`config.mk`:
```
export PLATFORM = sky130hd
export DESIGN_NAME = port_ctrl_flat
export DESIGN_NICKNAME = d
export VERILOG_FILES = /design/src/rtl/port_ctrl_if.sv /design/src/rtl/port_ctrl.sv /design/src/flat_wrapper.sv
export SDC_FILE = /design/constraint.sdc
export NUM_CORES = 1
export LEC_CHECK = 0
export CELL_PAD_IN_SITES_DETAIL_PLACEMENT = 0
export CELL_PAD_IN_SITES_GLOBAL_PLACEMENT = 2
export CORE_MARGIN = 5
export CORE_UTILIZATION = 29
export CTS_BUF_LIST = sky130_fd_sc_hd__clkbuf_16
export CTS_CLUSTER_SIZE = 24
export DETAILED_ROUTE_END_ITERATION = 10
export GPL_TIMING_DRIVEN = 0
export PLACE_DENSITY = 0.8
export REMOVE_ABC_BUFFERS = 1
export SLEW_MARGIN = 20
export SYNTH_ARGS = -nofsm -noshare
export SYNTH_HDL_FRONTEND = slang
export SYNTH_SLANG_ARGS = --single-unit
```
`constraint.sdc`:
```
create_clock -name clk -period 2.2 [get_ports clk]
set_input_delay 0.44 -clock clk [delete_from_list [all_inputs] [get_ports clk]]
set_output_delay 0.44 -clock clk [all_outputs]
set_load 0.05 [all_outputs]
```
`src/rtl/port_ctrl_if.sv`:
```
// Bundles the requester handshakes and the GPIO port-block signals of port_ctrl.
// The master side is the surrounding system (CPU, debug master and port block); the slave side is the controller.
interface port_ctrl_if #(
  parameter int DATA_W = 8
);
  logic              r0_req;
  logic [2:0]        r0_op;
  logic [1:0]        r0_sel;
  logic [DATA_W-1:0] r0_wdata;
  logic              r0_gnt;
  logic              r0_done;

  logic              r1_req;
  logic [2:0]        r1_op;
  logic [1:0]        r1_sel;
  logic [DATA_W-1:0] r1_wdata;
  logic              r1_gnt;
  logic              r1_done;

  logic [DATA_W-1:0] rsp_rdata;
  logic              rsp_err;
  logic              busy;

  logic [DATA_W-1:0] p_dane;
  logic [1:0]        p_nr_DDRx;
  logic [1:0]        p_nr_PORTx;
  logic [1:0]        p_nr_PINx;
  logic              p_wr_DDRx;
  logic              p_wr_PORTx;
  logic [DATA_W-1:0] p_out;

  modport master (
    output r0_req, r0_op, r0_sel, r0_wdata,
    output r1_req, r1_op, r1_sel, r1_wdata,
    output p_out,
    input  r0_gnt, r0_done, r1_gnt, r1_done,
    input  rsp_rdata, rsp_err, busy,
    input  p_dane, p_nr_DDRx, p_nr_PORTx, p_nr_PINx, p_wr_DDRx, p_wr_PORTx
  );

  modport slave (
    input  r0_req, r0_op, r0_sel, r0_wdata,
    input  r1_req, r1_op, r1_sel, r1_wdata,
    input  p_out,
    output r0_gnt, r0_done, r1_gnt, r1_done,
    output rsp_rdata, rsp_err, busy,
    output p_dane, p_nr_DDRx, p_nr_PORTx, p_nr_PINx, p_wr_DDRx, p_wr_PORTx
  );
endinterface

```
`src/rtl/port_ctrl.sv`:
```
// Round-robin sequencer between two requesters and the GPIO port block, with a PORTx shadow for set/clear/toggle.
// Optional: define PORT_CTRL_DDR_PROTECT_EN to reject WR_DDR commands coming from requester 1.
//
// state    | meaning
// ---------+------------------------------------------------------------
// S_IDLE   | waiting for a request; arbitrates and latches the winner
// S_EXEC   | grant pulse; write strobe or PIN index driven (1 cycle)
// S_SAMPLE | PIN index held, p_out captured at the end of the cycle
// S_DONE   | done pulse with rsp_err / rsp_rdata
module port_ctrl #(
  parameter int DATA_W  = 8,
  parameter int N_PORTS = 3
) (
  input logic       clk,
  input logic       rst,
  port_ctrl_if.slave bus
);

  localparam logic [2:0] OP_WR_DDR  = 3'b000;
  localparam logic [2:0] OP_WR_PORT = 3'b001;
  localparam logic [2:0] OP_RD_PIN  = 3'b010;
  localparam logic [2:0] OP_SET     = 3'b011;
  localparam logic [2:0] OP_CLR     = 3'b100;
  localparam logic [2:0] OP_TGL     = 3'b101;

`ifdef PORT_CTRL_DDR_PROTECT_EN
  localparam bit DDR_PROTECT = 1'b1;
`else
  localparam bit DDR_PROTECT = 1'b0;
`endif

  typedef enum logic [1:0] {
    S_IDLE   = 2'd0,
    S_EXEC   = 2'd1,
    S_SAMPLE = 2'd2,
    S_DONE   = 2'd3
  } state_e;

  state_e            state_q, state_d;
  logic              id_q;
  logic [2:0]        op_q;
  logic [1:0]        sel_q;
  logic [DATA_W-1:0] wdata_q;
  logic              ptr_q;
  logic [DATA_W-1:0] shadow_q [N_PORTS];
  logic [DATA_W-1:0] rdata_q;
  logic [1:0]        nr_ddr_q;
  logic [1:0]        nr_port_q;
  logic [1:0]        nr_pin_q;

  logic              sel_bad, op_bad, prot_bad, cmd_err;
  logic              is_wr_ddr, is_wr_port, is_rd;
  logic [DATA_W-1:0] shadow_cur, port_val;
  logic              latch, win;

  logic              gnt0, gnt1, done0, done1;
  logic              wr_ddr, wr_port;
  logic [DATA_W-1:0] dane;
  logic [DATA_W-1:0] rsp_rdata;
  logic              rsp_err;

  // Command classification from the latched fields; an error command never strobes.
  always_comb begin
    sel_bad    = (int'(sel_q) >= N_PORTS);
    op_bad     = (op_q > OP_TGL);
    prot_bad   = DDR_PROTECT && id_q && (op_q == OP_WR_DDR);
    cmd_err    = sel_bad || op_bad || prot_bad;
    is_wr_ddr  = !cmd_err && (op_q == OP_WR_DDR);
    is_rd      = !cmd_err && (op_q == OP_RD_PIN);
    is_wr_port = !cmd_err && ((op_q == OP_WR_PORT) || (op_q == OP_SET) ||
                              (op_q == OP_CLR) || (op_q == OP_TGL));
  end

  always_comb begin
    shadow_cur = '0;
    for (int i = 0; i < N_PORTS; i++) begin
      if (int'(sel_q) == i) shadow_cur = shadow_q[i];
    end
  end

  always_comb begin
    port_val = wdata_q;
    case (op_q)
      OP_SET:  port_val = shadow_cur | wdata_q;
      OP_CLR:  port_val = shadow_cur & ~wdata_q;
      OP_TGL:  port_val = shadow_cur ^ wdata_q;
      default: port_val = wdata_q;
    endcase
  end

  always_ff @(posedge clk or posedge rst) begin
    if (rst) state_q <= S_IDLE;
    else     state_q <= state_d;
  end

  always_comb begin
    state_d   = state_q;
    latch     = 1'b0;
    win       = 1'b0;
    gnt0      = 1'b0;
    gnt1      = 1'b0;
    done0     = 1'b0;
    done1     = 1'b0;
    wr_ddr    = 1'b0;
    wr_port   = 1'b0;
    dane      = '0;
    rsp_rdata = '0;
    rsp_err   = 1'b0;
    case (state_q)
      S_IDLE: begin
        if (bus.r0_req || bus.r1_req) begin
          latch   = 1'b1;
          // On a tie the requester opposite the pointer wins.
          win     = (bus.r0_req && bus.r1_req) ? ~ptr_q : bus.r1_req;
          state_d = S_EXEC;
        end
      end
      S_EXEC: begin
        gnt0    = ~id_q;
        gnt1    = id_q;
        wr_ddr  = is_wr_ddr;
        wr_port = is_wr_port;
        if (is_wr_ddr)       dane = wdata_q;
        else if (is_wr_port) dane = port_val;
        state_d = is_rd ? S_SAMPLE : S_DONE;
      end
      S_SAMPLE: begin
        state_d = S_DONE;
      end
      S_DONE: begin
        done0     = ~id_q;
        done1     = id_q;
        rsp_err   = cmd_err;
        rsp_rdata = is_rd ? rdata_q : '0;
        state_d   = S_IDLE;
      end
      default: state_d = S_IDLE;
    endcase
  end

  always_ff @(posedge clk or posedge rst) begin
    if (rst) begin
      id_q      <= 1'b0;
      op_q      <= '0;
      sel_q     <= '0;
      wdata_q   <= '0;
      ptr_q     <= 1'b1;
      rdata_q   <= '0;
      nr_ddr_q  <= '0;
      nr_port_q <= '0;
      nr_pin_q  <= '0;
      for (int i = 0; i < N_PORTS; i++) shadow_q[i] <= '0;
    end else begin
      if (latch) begin
        id_q    <= win;
        ptr_q   <= win;
        op_q    <= win ? bus.r1_op    : bus.r0_op;
        sel_q   <= win ? bus.r1_sel   : bus.r0_sel;
        wdata_q <= win ? bus.r1_wdata : bus.r0_wdata;
      end
      if (state_q == S_EXEC) begin
        if (is_wr_ddr) nr_ddr_q <= sel_q;
        if (is_wr_port) begin
          nr_port_q <= sel_q;
          for (int i = 0; i < N_PORTS; i++) begin
            if (int'(sel_q) == i) shadow_q[i] <= port_val;
          end
        end
        if (is_rd) nr_pin_q <= sel_q;
      end
      if (state_q == S_SAMPLE) rdata_q <= bus.p_out;
    end
  end

  // Indices follow the active command in EXEC and hold their last value otherwise.
  assign bus.p_nr_DDRx  = (state_q == S_EXEC && is_wr_ddr)  ? sel_q : nr_ddr_q;
  assign bus.p_nr_PORTx = (state_q == S_EXEC && is_wr_port) ? sel_q : nr_port_q;
  assign bus.p_nr_PINx  = (state_q == S_EXEC && is_rd)      ? sel_q : nr_pin_q;
  assign bus.p_wr_DDRx  = wr_ddr;
  assign bus.p_wr_PORTx = wr_port;
  assign bus.p_dane     = dane;
  assign bus.r0_gnt     = gnt0;
  assign bus.r1_gnt     = gnt1;
  assign bus.r0_done    = done0;
  assign bus.r1_done    = done1;
  assign bus.rsp_rdata  = rsp_rdata;
  assign bus.rsp_err    = rsp_err;
  assign bus.busy       = (state_q != S_IDLE);

  a_gnt_onehot : assert property (@(posedge clk) disable iff (rst) !(gnt0 && gnt1));
  a_strobe_excl : assert property (@(posedge clk) disable iff (rst) !(wr_ddr && wr_port));
  a_strobe_exec : assert property (@(posedge clk) disable iff (rst)
                                   (wr_ddr || wr_port) |-> (state_q == S_EXEC));

endmodule

```
`src/flat_wrapper.sv`:
```
// flat-port wrapper written by rule: the top's interface ports become plain ports
module port_ctrl_flat 
#(
  parameter int DATA_W  = 8,
  parameter int N_PORTS = 3
)
  (clk, rst, bus_r0_req, bus_r0_op, bus_r0_sel, bus_r0_wdata, bus_r1_req, bus_r1_op, bus_r1_sel, bus_r1_wdata, bus_p_out, bus_r0_gnt, bus_r0_done, bus_r1_gnt, bus_r1_done, bus_rsp_rdata, bus_rsp_err, bus_busy, bus_p_dane, bus_p_nr_DDRx, bus_p_nr_PORTx, bus_p_nr_PINx, bus_p_wr_DDRx, bus_p_wr_PORTx);
  port_ctrl_if #(.DATA_W(DATA_W)) bus_i ();
  input logic clk;
  input logic rst;
  input wire logic [$bits(bus_i.r0_req)-1:0] bus_r0_req;
  input wire logic [$bits(bus_i.r0_op)-1:0] bus_r0_op;
  input wire logic [$bits(bus_i.r0_sel)-1:0] bus_r0_sel;
  input wire logic [$bits(bus_i.r0_wdata)-1:0] bus_r0_wdata;
  input wire logic [$bits(bus_i.r1_req)-1:0] bus_r1_req;
  input wire logic [$bits(bus_i.r1_op)-1:0] bus_r1_op;
  input wire logic [$bits(bus_i.r1_sel)-1:0] bus_r1_sel;
  input wire logic [$bits(bus_i.r1_wdata)-1:0] bus_r1_wdata;
  input wire logic [$bits(bus_i.p_out)-1:0] bus_p_out;
  output wire logic [$bits(bus_i.r0_gnt)-1:0] bus_r0_gnt;
  output wire logic [$bits(bus_i.r0_done)-1:0] bus_r0_done;
  output wire logic [$bits(bus_i.r1_gnt)-1:0] bus_r1_gnt;
  output wire logic [$bits(bus_i.r1_done)-1:0] bus_r1_done;
  output wire logic [$bits(bus_i.rsp_rdata)-1:0] bus_rsp_rdata;
  output wire logic [$bits(bus_i.rsp_err)-1:0] bus_rsp_err;
  output wire logic [$bits(bus_i.busy)-1:0] bus_busy;
  output wire logic [$bits(bus_i.p_dane)-1:0] bus_p_dane;
  output wire logic [$bits(bus_i.p_nr_DDRx)-1:0] bus_p_nr_DDRx;
  output wire logic [$bits(bus_i.p_nr_PORTx)-1:0] bus_p_nr_PORTx;
  output wire logic [$bits(bus_i.p_nr_PINx)-1:0] bus_p_nr_PINx;
  output wire logic [$bits(bus_i.p_wr_DDRx)-1:0] bus_p_wr_DDRx;
  output wire logic [$bits(bus_i.p_wr_PORTx)-1:0] bus_p_wr_PORTx;
  assign bus_i.r0_req = bus_r0_req;
  assign bus_i.r0_op = bus_r0_op;
  assign bus_i.r0_sel = bus_r0_sel;
  assign bus_i.r0_wdata = bus_r0_wdata;
  assign bus_i.r1_req = bus_r1_req;
  assign bus_i.r1_op = bus_r1_op;
  assign bus_i.r1_sel = bus_r1_sel;
  assign bus_i.r1_wdata = bus_r1_wdata;
  assign bus_i.p_out = bus_p_out;
  assign bus_r0_gnt = bus_i.r0_gnt;
  assign bus_r0_done = bus_i.r0_done;
  assign bus_r1_gnt = bus_i.r1_gnt;
  assign bus_r1_done = bus_i.r1_done;
  assign bus_rsp_rdata = bus_i.rsp_rdata;
  assign bus_rsp_err = bus_i.rsp_err;
  assign bus_busy = bus_i.busy;
  assign bus_p_dane = bus_i.p_dane;
  assign bus_p_nr_DDRx = bus_i.p_nr_DDRx;
  assign bus_p_nr_PORTx = bus_i.p_nr_PORTx;
  assign bus_p_nr_PINx = bus_i.p_nr_PINx;
  assign bus_p_wr_DDRx = bus_i.p_wr_DDRx;
  assign bus_p_wr_PORTx = bus_i.p_wr_PORTx;
  port_ctrl #(.DATA_W(DATA_W), .N_PORTS(N_PORTS)) u_core (.clk(clk), .rst(rst), .bus(bus_i));
endmodule
```
* Yosys cells after proc, flatten, opt, wreduce, memory -nomap -nowiden *
Index checks and enable logic that the tools add are counted.

storage, ports and cells
  flip-flop bits (word level) = 55
  memories kept = 0
  input port bits = 38
  bits in read-only memories = 0
  latch bits = 0
  memory bits (writable) = 0
  word-level logic and storage cells = 85

cells by class
  div/mod/pow operators = 0
  reduce and logical (&&, ||, !) cells = 23
  multipliers = 0
  order comparisons = 2
  equal/unequal tests = 11
  add/subtract/negate cells = 0
  multiplexer cells = 30
  shift-type cells = 0
  bitwise operators = 6

operator list
  cell                                                                   count
  8-bit two-way mux                                                      9
  8-bit case mux with 3 select lines                                     1
  1-bit two-way mux                                                      13
  2-bit two-way mux                                                      5
  3-bit AND reduction                                                    3
  8-bit AND                                                              1
  2-bit equality test, second input constant                             4
  8-bit NOT                                                              1
  8-bit bitwise OR                                                       1
  2-bit case mux with 4 select lines                                     1
  8-bit bitwise XOR                                                      1
  1-bit logical AND                                                      7
  3-bit by 2-bit equality test with 1-bit output, second input constant  2
  3-bit equality test, second input constant                             2
  2-bit AND reduction                                                    3
  1-bit logical OR                                                       5
  2-bit logical NOT                                                      2
  3-bit by 1-bit equality test with 1-bit output, second input constant  1
  3-bit > comparator, second input constant                              1
  3-bit logical NOT                                                      1
  3-bit two-way mux                                                      1
  2-bit by 1-bit equality test with 1-bit output, second input constant  1
  2-bit greater-or-equal comparator, second input constant               1
  2-bit by 1-bit != test with 1-bit output, second input constant        1
  3 further kinds                                                        4

* Logic depth before layout (Yosys ltp) *
Gate-level depths: netlist of the first run.

  depth in word-level cells = 9
  gate-level depth with buffers = 11
  gate-level depth less buffers = 9

* Worst setup path before layout of the first run *
Ideal clock, no wire load.

  kind = register to output
  from = reg u_core.sel_q[1]
  to = out bus_p_dane[7]
  data arrival time = 2526 ps
  slack = -766 ps
  cell stages (with the launch flop) = 11
  path through = dfrtp_1 buf_2 buf_2 mux2i_1 nor2_1 a21o_1 ha_1 nand4b_1 o211a_1 nand3_1 a21oi_1

between the ends
  longest elaborated chain between the ends = 9
  elaborated cells on any way between the ends = 18

RTL lines
  what                                       line                source
  start, declared                            port_ctrl.sv:42     logic [1:0] sel_q;
  start signal, assigned                     port_ctrl.sv:158    sel_q <= win ? bus.r1_sel : bus.r0_sel;
  2-bit logical NOT                          port_ctrl.sv:77     if (int'(sel_q) == i) shadow_cur = shadow_q[i];
  8-bit two-way mux (3 in series)            port_ctrl.sv:77
  8-bit bitwise XOR (tied with other cells)  port_ctrl.sv:86     OP_TGL: port_val = shadow_cur ^ wdata_q;
  8-bit case mux with 3 select lines         port_ctrl.sv:83     case (op_q)
  8-bit two-way mux                          port_ctrl.sv:124    else if (is_wr_port) dane = port_val;
  8-bit two-way mux (*)                      port_ctrl.sv:123    if (is_wr_ddr) dane = wdata_q;
  8-bit two-way mux (*)                      port_ctrl.sv:109    case (state_q)
  end, declared                              flat_wrapper.sv:27  output wire logic [$bits(bus_i.p_dane)-1:0] bus_p_dane;

Mark *: on every way between the ends. The rest lies on a longest branch, timed or not.

* Worst setup path after layout of the first run *
  from = reg u_core.sel_q[1]
  to = out bus_p_dane[2]

Same word-level chain as after synthesis.

==> results.json, run 1 <==
{
  "status": "finished, violations left",
  "fin_nets": 456,
  "clockBufferDepth": 2,
  "layout_common_cells": "dfrtp_1, clkdlybuf4s50_1, mux2_2, buf_6, mux2i_1",
  "crit_path_end_kind": "output port",
  "max-slew-margin-rel": 0.5396,
  "cts_hold_buf": 0,
  "cts_made_buffers": 5,
  "layout-drive-gt1-share": 0.3634,
  "synth.ff_latch_count": 55,
  "crit_required_ps": 1760,
  "cpMostUsedCell": "buf_12",
  "drc": 0,
  "drtPass1Iterations": 4,
  "cap_violations": 0,
  "clkLatencyLatePin_ps": 290,
  "yosys_warnings": 0,
  "syn_to_final_growth_pct": 45.01,
  "grt_pass1_vias": 2709,
  "netlist_area_sq_um": 3333,
  "avgViaCountPerCell": 4.908,
  "initial_core_util": 0.2944,
  "crit_family": "compound AO/OA/AOI/OAI gates",
  "violations": "negative setup slack",
  "clock-sinks": 55,
  "crit_type": "reg2out",
  "hpwlAfterDp_um": 5686,
  "crit_slowest_cell": "dfrtp_4",
  "power_frac_comb": 0.621,
  "fmax_mhz": 353.1,
  "crit_buf_inv": 3,
  "synth_flop_cell": "dfrtp_1",
  "synth_cells": 318,
  "swShare": 0.4459,
  "wl_per_cell_um": 16.27,
  "overflow": 0,
  "pwr_density_cell_nw_per_um2": 1523,
  "synth_seq_area_share": 0.4133,
  "yosysTopAreaCell": "dfrtp_1",
  "setup_viol": 26,
  "drt_iter0_drc": 89,
  "worstHoldPathType": "reg2reg",
  "min_period_over_period": 1.287,
  "n_fill_cell": 1110,
  "seqPwrFrac": 0.274,
  "grt_max_degree": 56,
  "core_area_sq_um": 11320,
  "cts_tree": "built",
  "startpoint_type": "flip-flop",
  "cp_cell_sequence": "buf_12, nor2b_4, buf_12, a21o_1, ha_1, nand4b_1, o211a_1, nand3_1, a21oi_2, buf_6",
  "rows": 39,
  "place_area_sq_um": 4121,
  "clkPwrFrac": 0.105,
  "root_buffer": "clkbuf_16",
  "cp_max_fo": 7,
  "peakVddDrop_mv": 0.9644,
  "final_common_cell": "dfrtp_1",
  "antenna_found_initial": 0,
  "worst_slack_ps": -632.2,
  "die_w_um": 117.2,
  "clkTransAtPathRegs_ps": 70,
  "port_buffers": 67,
  "critPathArrivalTime_ps": 2390,
  "synth_edf_count": 0,
  "p_int_w": 0.004080,
  "design_area_sq_um": 4833,
  "switchingPower_w": 0.003283,
  "finalWirelength_um": 8819,
  "drtAntennaViolNets": 0,
  "hold_viol": 0,
  "drv_slew": 0,
  "die-area_sq_um": 13740,
  "die_y_um": 117.2,
  "vias": 2660,
  "yosysTopAreaCellShare": 0.4054,
  "syn_avg_cell_area_sq_um": 10.48,
  "globalRouteTotalUtil": 0.1260,
  "rsz0062_at_grt": "yes",
  "io-pin-count": 68,
  "p_leak_nw": 2.087,
  "grt_pass1_wl_um": 13780,
  "htreeDepth": 2,
  "gp_congestion": 0.6889,
  "synthArstFlopShare": 1.000,
  "yosys-top-cells-area": "dfrtp_1, mux2_2, ha_1",
  "worst_slew_pin_slew_ps": 690.7,
  "layout_min_cycle_time_ps": 2832,
  "cp_slowest_stage_delay_ps": 490,
  "antenna_cells": 0,
  "yosysUniqueCellTypes": 37,
  "clock_skew_ps": 7.892,
  "post-route-util": 0.4269
}
worst register-to-register path, delay by kind of cell (launching register included):
kind            cells  cell delay (ps)
flops               1              490
mux                 2              420
compound gates      3              480
fa+ha+maj           1              270
buf+inv             2              280
simple gates        2              150
path summary, 6_finish.rpt:
path                                                      start                         endpoint  slack (ps)  cells after the start
min in group asynchronous                                   rst    u_core.rdata_q[4]$_DFFE_PP0N_         620                      2
max in group asynchronous                                   rst      u_core.sel_q[1]$_DFFE_PP0P_        1060                      2
worst min register to register  u_core.nr_port_q[0]$_DFFE_PP0P_  u_core.nr_port_q[0]$_DFFE_PP0P_         490                      1
worst max-delay path                u_core.sel_q[1]$_DFFE_PP0P_                    bus_p_dane[2]        -630                     10
worst max register to register      u_core.sel_q[1]$_DFFE_PP0P_  u_core.shadow_q[10]$_DFFE_PP0P_           0                     10
worst min-delay path            u_core.nr_port_q[0]$_DFFE_PP0P_  u_core.nr_port_q[0]$_DFFE_PP0P_         490                      1
timing repair:
| action | 4_1_cts | 5_1_grt |
|---|---|---|
| gates cloned | 0 | 0 |
| endpoints found under the setup margin | 57 | 47 |
| pin swaps | 24 | 18 |
| resized for setup | 175 | 111 |
| setup buffers | 15 | 9 |
per-layer routing:
| layer | vias up | share of wire | global-route usage |
|---|---|---|---|
| li1 | 1291 | - | - |
| met1 | 1289 | 0.44 | 0.1635 |
| met2 | 69 | 0.48 | 0.2051 |
| met3 | 11 | 0.073 | 0.04422 |
| met4 | 0 | 0.0073 | 0.02294 |
| met5 | - | 0 | 0 |
synthesized netlist by cell type, types with 2 or more instances:
cell,count
nand4b_1,16
o21a_1,8
dfrtp_1,54
ha_1,20
o211a_1,8
clkbuf_1,7
buf_2,12
nand3_1,8
a21oi_1,16
nor2_1,6
mux2_2,34
o21ai_1,3
and2_1,4
inv_1,21
a21o_1,10
mux2_1,2
mux2i_1,21
o21ai_0,19
and3_1,8
nand2_1,20
nor2b_1,3
nand2b_1,3
power by group through the flow:
stage | Combinational [W] | Sequential (W) | Clock, W
5_1_grt | 0.00498 | 0.00209 | 0.000842
3_5_place_dp | 0.00357 | 0.00210 | 0
4_1_cts | 0.00408 | 0.00202 | 0.000806
6_report | 0.00457 | 0.00202 | 0.000773
2_1_floorplan | 0.00265 | 0.00189 | 0
3_3_place_gp | 0.00346 | 0.00207 | 0
sequential cells by signal, indices dropped and copies added (netlist names):
signal and count:
u_core.id_q 1, u_core.nr_ddr_q 2, u_core.nr_pin_q 2, u_core.nr_port_q 2, u_core.op_q 3, u_core.ptr_q 1
u_core.rdata_q 8, u_core.sel_q 2, u_core.shadow_q 24, u_core.state_q 2, u_core.wdata_q 8
cell type report:
cell class | count | area [sq um] | area share
repair buffers | 93 | 1008 | 0.2086
clock buffers | 5 | 125.1 | 0.02589
flip-flops and latches | 55 | 1394 | 0.2884
inverters | 22 | 97.59 | 0.02019
multi-input cells | 221 | 2009 | 0.4157
well taps | 143 | 178.9 | 0.03702
clock inverters | 3 | 20.02 | 0.004142
cells by family after synthesis:
family	after synthesis	share of synthesized area
and+or+nand+nor	76	0.1408
AOI/OAI and AO/OA	68	0.1333
muxes	57	0.1847
DFF	55	0.4133
buffers and inverters	42	0.05293
adders and majority gates	20	0.07508
metrics by stage:
stage                     setup TNS, ps  total power, W  hold WS, ps  cells  setup WS (ps)
final                             -7622        0.007363        494.9    542         -632.2
after detailed placement         -44320        0.005675        460.8    510          -1711
after CTS                         -8871        0.006908        496.4    533         -567.9
after global placement           -94600        0.005532        458.8    508          -2322
after floorplan                  -26690        0.004534        472.0    298          -2237
after global routing             -10500        0.007908        506.1    542         -735.9
(Power assumes the default switching activity.)
==> run 2, diff against run 1 <==
--- a/config.mk
+++ b/config.mk
@@ -5,6 +5,7 @@
 export SDC_FILE = /design/constraint.sdc
 export NUM_CORES = 1
 export LEC_CHECK = 0
+export CAP_MARGIN = 10
 export CELL_PAD_IN_SITES_DETAIL_PLACEMENT = 0
 export CELL_PAD_IN_SITES_GLOBAL_PLACEMENT = 2
 export CORE_MARGIN = 5
@@ -19,3 +20,4 @@
 export SYNTH_ARGS = -nofsm -noshare
 export SYNTH_HDL_FRONTEND = slang
 export SYNTH_SLANG_ARGS = --single-unit
+export TNS_END_PERCENT = 10
==> run 2 against run 1 <==
Effect of this change:
- critical endpoint unchanged
- power down 4.5%
- largest cell class unchanged
- register-to-register slack barely moved
- the run still ends with negative setup slack left
- worst hold slack got worse by 7.2 ps
==> results.json, run 2 (same netlist as run 1, synthesis figures left out) <==
{
  "vias": 2622,
  "max-slew-margin-rel": 0.5431,
  "cts_hold_buf": 0,
  "avgViaCountPerCell": 4.919,
  "gp_congestion": 0.6889,
  "layout_common_cells": "dfrtp_1, clkdlybuf4s50_1, mux2_2, buf_6, mux2i_1",
  "clockBufferDepth": 2,
  "fin_nets": 447,
  "cp_slowest_stage_delay_ps": 490,
  "violations": "negative setup slack",
  "cpMostUsedCell": "buf_12",
  "die_w_um": 117.2,
  "finalWirelength_um": 8578,
  "startpoint_type": "flip-flop",
  "io-pin-count": 68,
  "clkLatencyLatePin_ps": 290,
  "cp_max_fo": 7,
  "root_buffer": "clkbuf_16",
  "cp_cell_sequence": "buf_12, nor2b_4, buf_12, a21o_1, ha_1, nand4b_1, o211a_1, nand3_1, a21oi_2, buf_6",
  "p_leak_nw": 2.016,
  "place_area_sq_um": 4121,
  "htreeDepth": 2,
  "worstRegToRegCells": 10,
  "worstHoldPathType": "reg2reg",
  "clkTransAtPathRegs_ps": 70,
  "worst_slew_pin_slew_ps": 685.4,
  "clock_skew_ps": 9.926,
  "critPathArrivalTime_ps": 2380,
  "worstHoldPathCells": 1,
  "cts_made_buffers": 5,
  "hold_viol": 0,
  "grt_pass1_vias": 2714,
  "n_fill_cell": 1120,
  "core_area_sq_um": 11320,
  "antenna_found_initial": 0,
  "status": "finished, violations left",
  "hpwlAfterDp_um": 5686,
  "final_common_cell": "dfrtp_1",
  "grt_max_degree": 56,
  "setup_viol": 25,
  "drc": 0,
  "drt_iter0_drc": 90,
  "antenna_cells": 0,
  "drtAntennaViolNets": 0,
  "syn_to_final_growth_pct": 39.04,
  "min_period_over_period": 1.284,
  "rsz0062_at_grt": "yes",
  "worst_slack_ps": -624.8,
  "largest_reg_flops": 24,
  "drv_slew": 0,
  "overflow": 0,
  "crit_path_end_kind": "output port",
  "crit_type": "reg2out",
  "reg2reg_slack_ps": 10,
  "crit_required_ps": 1760,
  "fmax_mhz": 354.0,
  "fin_tns_setup_ps": -7486,
  "crit_slowest_cell": "dfrtp_4",
  "cap_violations": 0,
  "rows": 39,
  "layout-drive-gt1-share": 0.3205,
  "reg_top3": "u_core.shadow_q (24), u_core.rdata_q (8), u_core.wdata_q (8)",
  "globalRouteTotalUtil": 0.1258,
  "port_buffers": 67,
  "peakVddDrop_mv": 0.9273,
  "largest_register": "u_core.shadow_q",
  "die_y_um": 117.2,
  "grt_pass1_wl_um": 13750,
  "wl_per_cell_um": 16.09,
  "initial_core_util": 0.2944,
  "die-area_sq_um": 13740,
  "design_area_sq_um": 4634,
  "drtPass1Iterations": 4,
  "clock-sinks": 55,
  "layout_min_cycle_time_ps": 2825,
  "cts_tree": "built",
  "pwr_density_cell_nw_per_um2": 1518
}
run 2: cell count changes in the layout (fill, tap and decap cells not counted), moves of 2 or more:
cell,before,now
buf_4,14,9
mux2_2,24,31
mux2_4,12,3
and3_1,0,7
mux2_1,0,2
buf_8,11,2
and3_4,8,1
clkdlybuf4s15_2,2,6
dlygate4sd2_1,1,3
run 2: report_power, final:
part	leakage [nW]	internal, W	switching, W
Sequential	0.676	0.00155	0.000500
Combinational	1.27	0.00187	0.00234
Clock	0.0674	0.000420	0.000351
Total	2.02	0.00384	0.00320
run 2: final timing paths:
kind	startpoint	end
max reg2reg	u_core.sel_q[1]$_DFFE_PP0P_	u_core.shadow_q[10]$_DFFE_PP0P_
min in group asynchronous	rst	u_core.rdata_q[4]$_DFFE_PP0N_
min reg2reg	u_core.nr_port_q[1]$_DFFE_PP0P_	u_core.nr_port_q[1]$_DFFE_PP0P_
min	u_core.nr_port_q[1]$_DFFE_PP0P_	u_core.nr_port_q[1]$_DFFE_PP0P_
max	u_core.sel_q[1]$_DFFE_PP0P_	bus_p_dane[2]
max in group asynchronous	rst	u_core.sel_q[1]$_DFFE_PP0P_
run 2: layer usage:
metal	wire, um	up-vias	GRT usage
li1	-	1266	-
met1	3912	1289	0.1623
met2	4024	62	0.2063
met3	599	5	0.04370
met4	42	0	0.02294
met5	0	-	0
run 2: critical path: cells and delay by family, from the launching register on:
family	cells	cell delay, ps
compound gates	3	550
simple gates	3	360
fa+ha+maj	1	230
buf+inv	3	460
flops	1	490
run 2: through the flow:
stage	utilization	instances	hold WS, ps	total power [W]	setup WS, ps
floorplan	-	298	472.0	0.004534	-2237
global placement	0.3612	508	458.8	0.005532	-2322
detailed placement	0.3641	510	460.8	0.005675	-1711
CTS	0.4009	532	495.1	0.006901	-567.9
global route	0.4094	533	506.4	0.007567	-732.0
finish	0.4094	533	487.7	0.007033	-624.8
run 2: area by class of cell:
type | count | area, sq um | share of cell area
tap | 143 | 178.9 | 0.03861
multi-input combinational | 221 | 1937 | 0.4179
timing repair buffer | 84 | 879.6 | 0.1898
clock buffer | 5 | 125.1 | 0.02700
sequential | 55 | 1396 | 0.3013
clock inverter | 3 | 20.02 | 0.004320
inverter | 22 | 97.59 | 0.02106
run 2: timing repair:
action                     in CTS  in global routing
pin swaps                      24                  7
setup endpoints to repair      57                 48
resized for setup             165                 63
buffers inserted               14                  1
==> run 3, diff against run 2 <==
--- a/config.mk
+++ b/config.mk
@@ -16,6 +16,7 @@
 export GPL_TIMING_DRIVEN = 0
 export PLACE_DENSITY = 0.8
 export REMOVE_ABC_BUFFERS = 1
+export SETUP_SLACK_MARGIN = 0.2
 export SLEW_MARGIN = 20
 export SYNTH_ARGS = -nofsm -noshare
 export SYNTH_HDL_FRONTEND = slang
==> run 3 against run 2 <==
Effect of this change:
- the flow still finishes with violations (negative setup slack)
- final area increased by 0.81%
- clock power about the same
- routed wire length increased by 0.50%
- combinational power increased by 2%
- sequential share of layout area decreased by 0.24 points
- critical endpoint unchanged
- largest power group unchanged
==> results.json, run 3 (same netlist as run 1, synthesis figures left out) <==
{
  "drtAntennaViolNets": 0,
  "fin_tns_setup_ps": -7583,
  "p_leak_nw": 2.035,
  "rows": 39,
  "drv_slew": 0,
  "port_buffers": 67,
  "rsz0062_at_grt": "yes",
  "root_buffer": "clkbuf_16",
  "finalWirelength_um": 8621,
  "peakVddDrop_mv": 0.9237,
  "largest_reg_flops": 24,
  "worstHoldPathType": "reg2reg",
  "layout-drive-gt1-share": 0.3350,
  "drt_iter0_drc": 87,
  "fin_nets": 448,
  "wl_per_cell_um": 16.14,
  "cts_tree": "built",
  "clock_skew_ps": 8.836,
  "crit_type": "reg2out",
  "cap_violations": 0,
  "drtPass1Iterations": 4,
  "die-area_sq_um": 13740,
  "clkLatencyLatePin_ps": 290,
  "grt_pass1_vias": 2722,
  "layout_min_cycle_time_ps": 2828,
  "die_y_um": 117.2,
  "largest_register": "u_core.shadow_q",
  "grt_max_degree": 56,
  "post-place-ws_ps": -1711,
  "pwr_density_cell_nw_per_um2": 1525,
  "min_period_over_period": 1.286,
  "p_total_w": 0.007127,
  "fin_hold_ws_ps": 487.7,
  "setup_viol": 25,
  "critPathArrivalTime_ps": 2390,
  "drc": 0,
  "antenna_cells": 0,
  "htreeDepth": 2,
  "crit_slowest_cell": "dfrtp_4",
  "core_area_sq_um": 11320,
  "cp_max_fo": 7,
  "globalRouteTotalUtil": 0.1259,
  "initial_core_util": 0.2944,
  "io-pin-count": 68,
  "cp_cell_sequence": "buf_12, mux2i_1, nor2_1, a21o_1, ha_1, nand4b_1, o211a_1, nand3_1, a21oi_2, buf_6",
  "max-slew-margin-rel": 0.5418,
  "worst_slack_ps": -628.2,
  "cp_slowest_stage_delay_ps": 490,
  "layout_common_cells": "dfrtp_1, clkdlybuf4s50_1, mux2_2, buf_6, mux2i_1",
  "worst_slew_pin_slew_ps": 687.3,
  "reg_top3": "u_core.shadow_q (24), u_core.rdata_q (8), u_core.wdata_q (8)",
  "hold_viol": 0,
  "violations": "negative setup slack",
  "crit_path_end_kind": "output port",
  "vias": 2627,
  "antenna_found_initial": 0,
  "die_w_um": 117.2,
  "clockBufferDepth": 2,
  "startpoint_type": "flip-flop",
  "gp_congestion": 0.6889,
  "place_area_sq_um": 4121,
  "grt_pass1_wl_um": 13770,
  "final_common_cell": "dfrtp_1",
  "fmax_mhz": 353.6,
  "avgViaCountPerCell": 4.919,
  "cts_made_buffers": 5,
  "status": "finished, violations left",
  "design_area_sq_um": 4672,
  "overflow": 0,
  "clock-sinks": 55,
  "syn_to_final_growth_pct": 40.17,
  "clkTransAtPathRegs_ps": 70,
  "hpwlAfterDp_um": 5686,
  "crit_required_ps": 1760,
  "cts_hold_buf": 0
}
[run 3: critical path: cells and delay by family, from the launching register on]
kind / cells / cell delay [ps]
muxes: 1 / 160
buffers and inverters: 2 / 320
adders and majority gates: 1 / 270
AOI/OAI and AO/OA: 3 / 590
and+or+nand+nor: 3 / 260
DFF: 1 / 490
[run 3: what timing repair did]
action / in CTS / in global routing
setup buffers: 14 / 2
pin swaps: 24 / 11
gates resized for setup: 183 / 70
endpoints found under the setup margin: 73 / 65
gates cloned: 0 / 0
[run 3: final timing paths]
| path | end | slack, ps | cells after the start | startpoint |
|---|---|---|---|---|
| max in group asynchronous | u_core.sel_q[1]$_DFFE_PP0P_ | 1070 | 2 | rst |
| hold reg to reg | u_core.nr_port_q[1]$_DFFE_PP0P_ | 490 | 1 | u_core.nr_port_q[1]$_DFFE_PP0P_ |
| setup / recovery | bus_p_dane[2] | -630 | 10 | u_core.sel_q[1]$_DFFE_PP0P_ |
| hold / removal | u_core.nr_port_q[1]$_DFFE_PP0P_ | 490 | 1 | u_core.nr_port_q[1]$_DFFE_PP0P_ |
| min in group asynchronous | u_core.rdata_q[4]$_DFFE_PP0N_ | 620 | 2 | rst |
| setup reg to reg | u_core.shadow_q[10]$_DFFE_PP0P_ | 0 | 10 | u_core.sel_q[1]$_DFFE_PP0P_ |
[run 3: power breakdown]
group	leakage (nW)	switching, W	internal [W]	total [W]
clock network	0.0674	0.000353	0.000420	0.000773
logic	1.29	0.00236	0.00194	0.00430
registers	0.676	0.000503	0.00155	0.00205
[run 3: routing by layer]
layer | GRT usage | part of all wire
met4 | 0.02294 | 0.010
met2 | 0.2074 | 0.47
met1 | 0.1620 | 0.45
met5 | 0 | 0
met3 | 0.04319 | 0.070
[run 3: area by class of cell]
| class | count | area [sq um] |
|---|---|---|
| fillers | 1123 | 6649 |
| repair buffers | 85 | 878.3 |
| well taps | 143 | 178.9 |
| clock buffers | 5 | 125.1 |
| clock inverters | 3 | 20.02 |
| inverters | 22 | 97.59 |
| multi-input cells | 221 | 1976 |
| flip-flops and latches | 55 | 1396 |
[run 3: metrics by stage]
step / utilization / cells
2_1_floorplan: - / 298
3_3_place_gp: 0.3612 / 508
3_5_place_dp: 0.3641 / 510
4_1_cts: 0.4021 / 532
5_1_grt: 0.4127 / 534
6_report: 0.4127 / 534
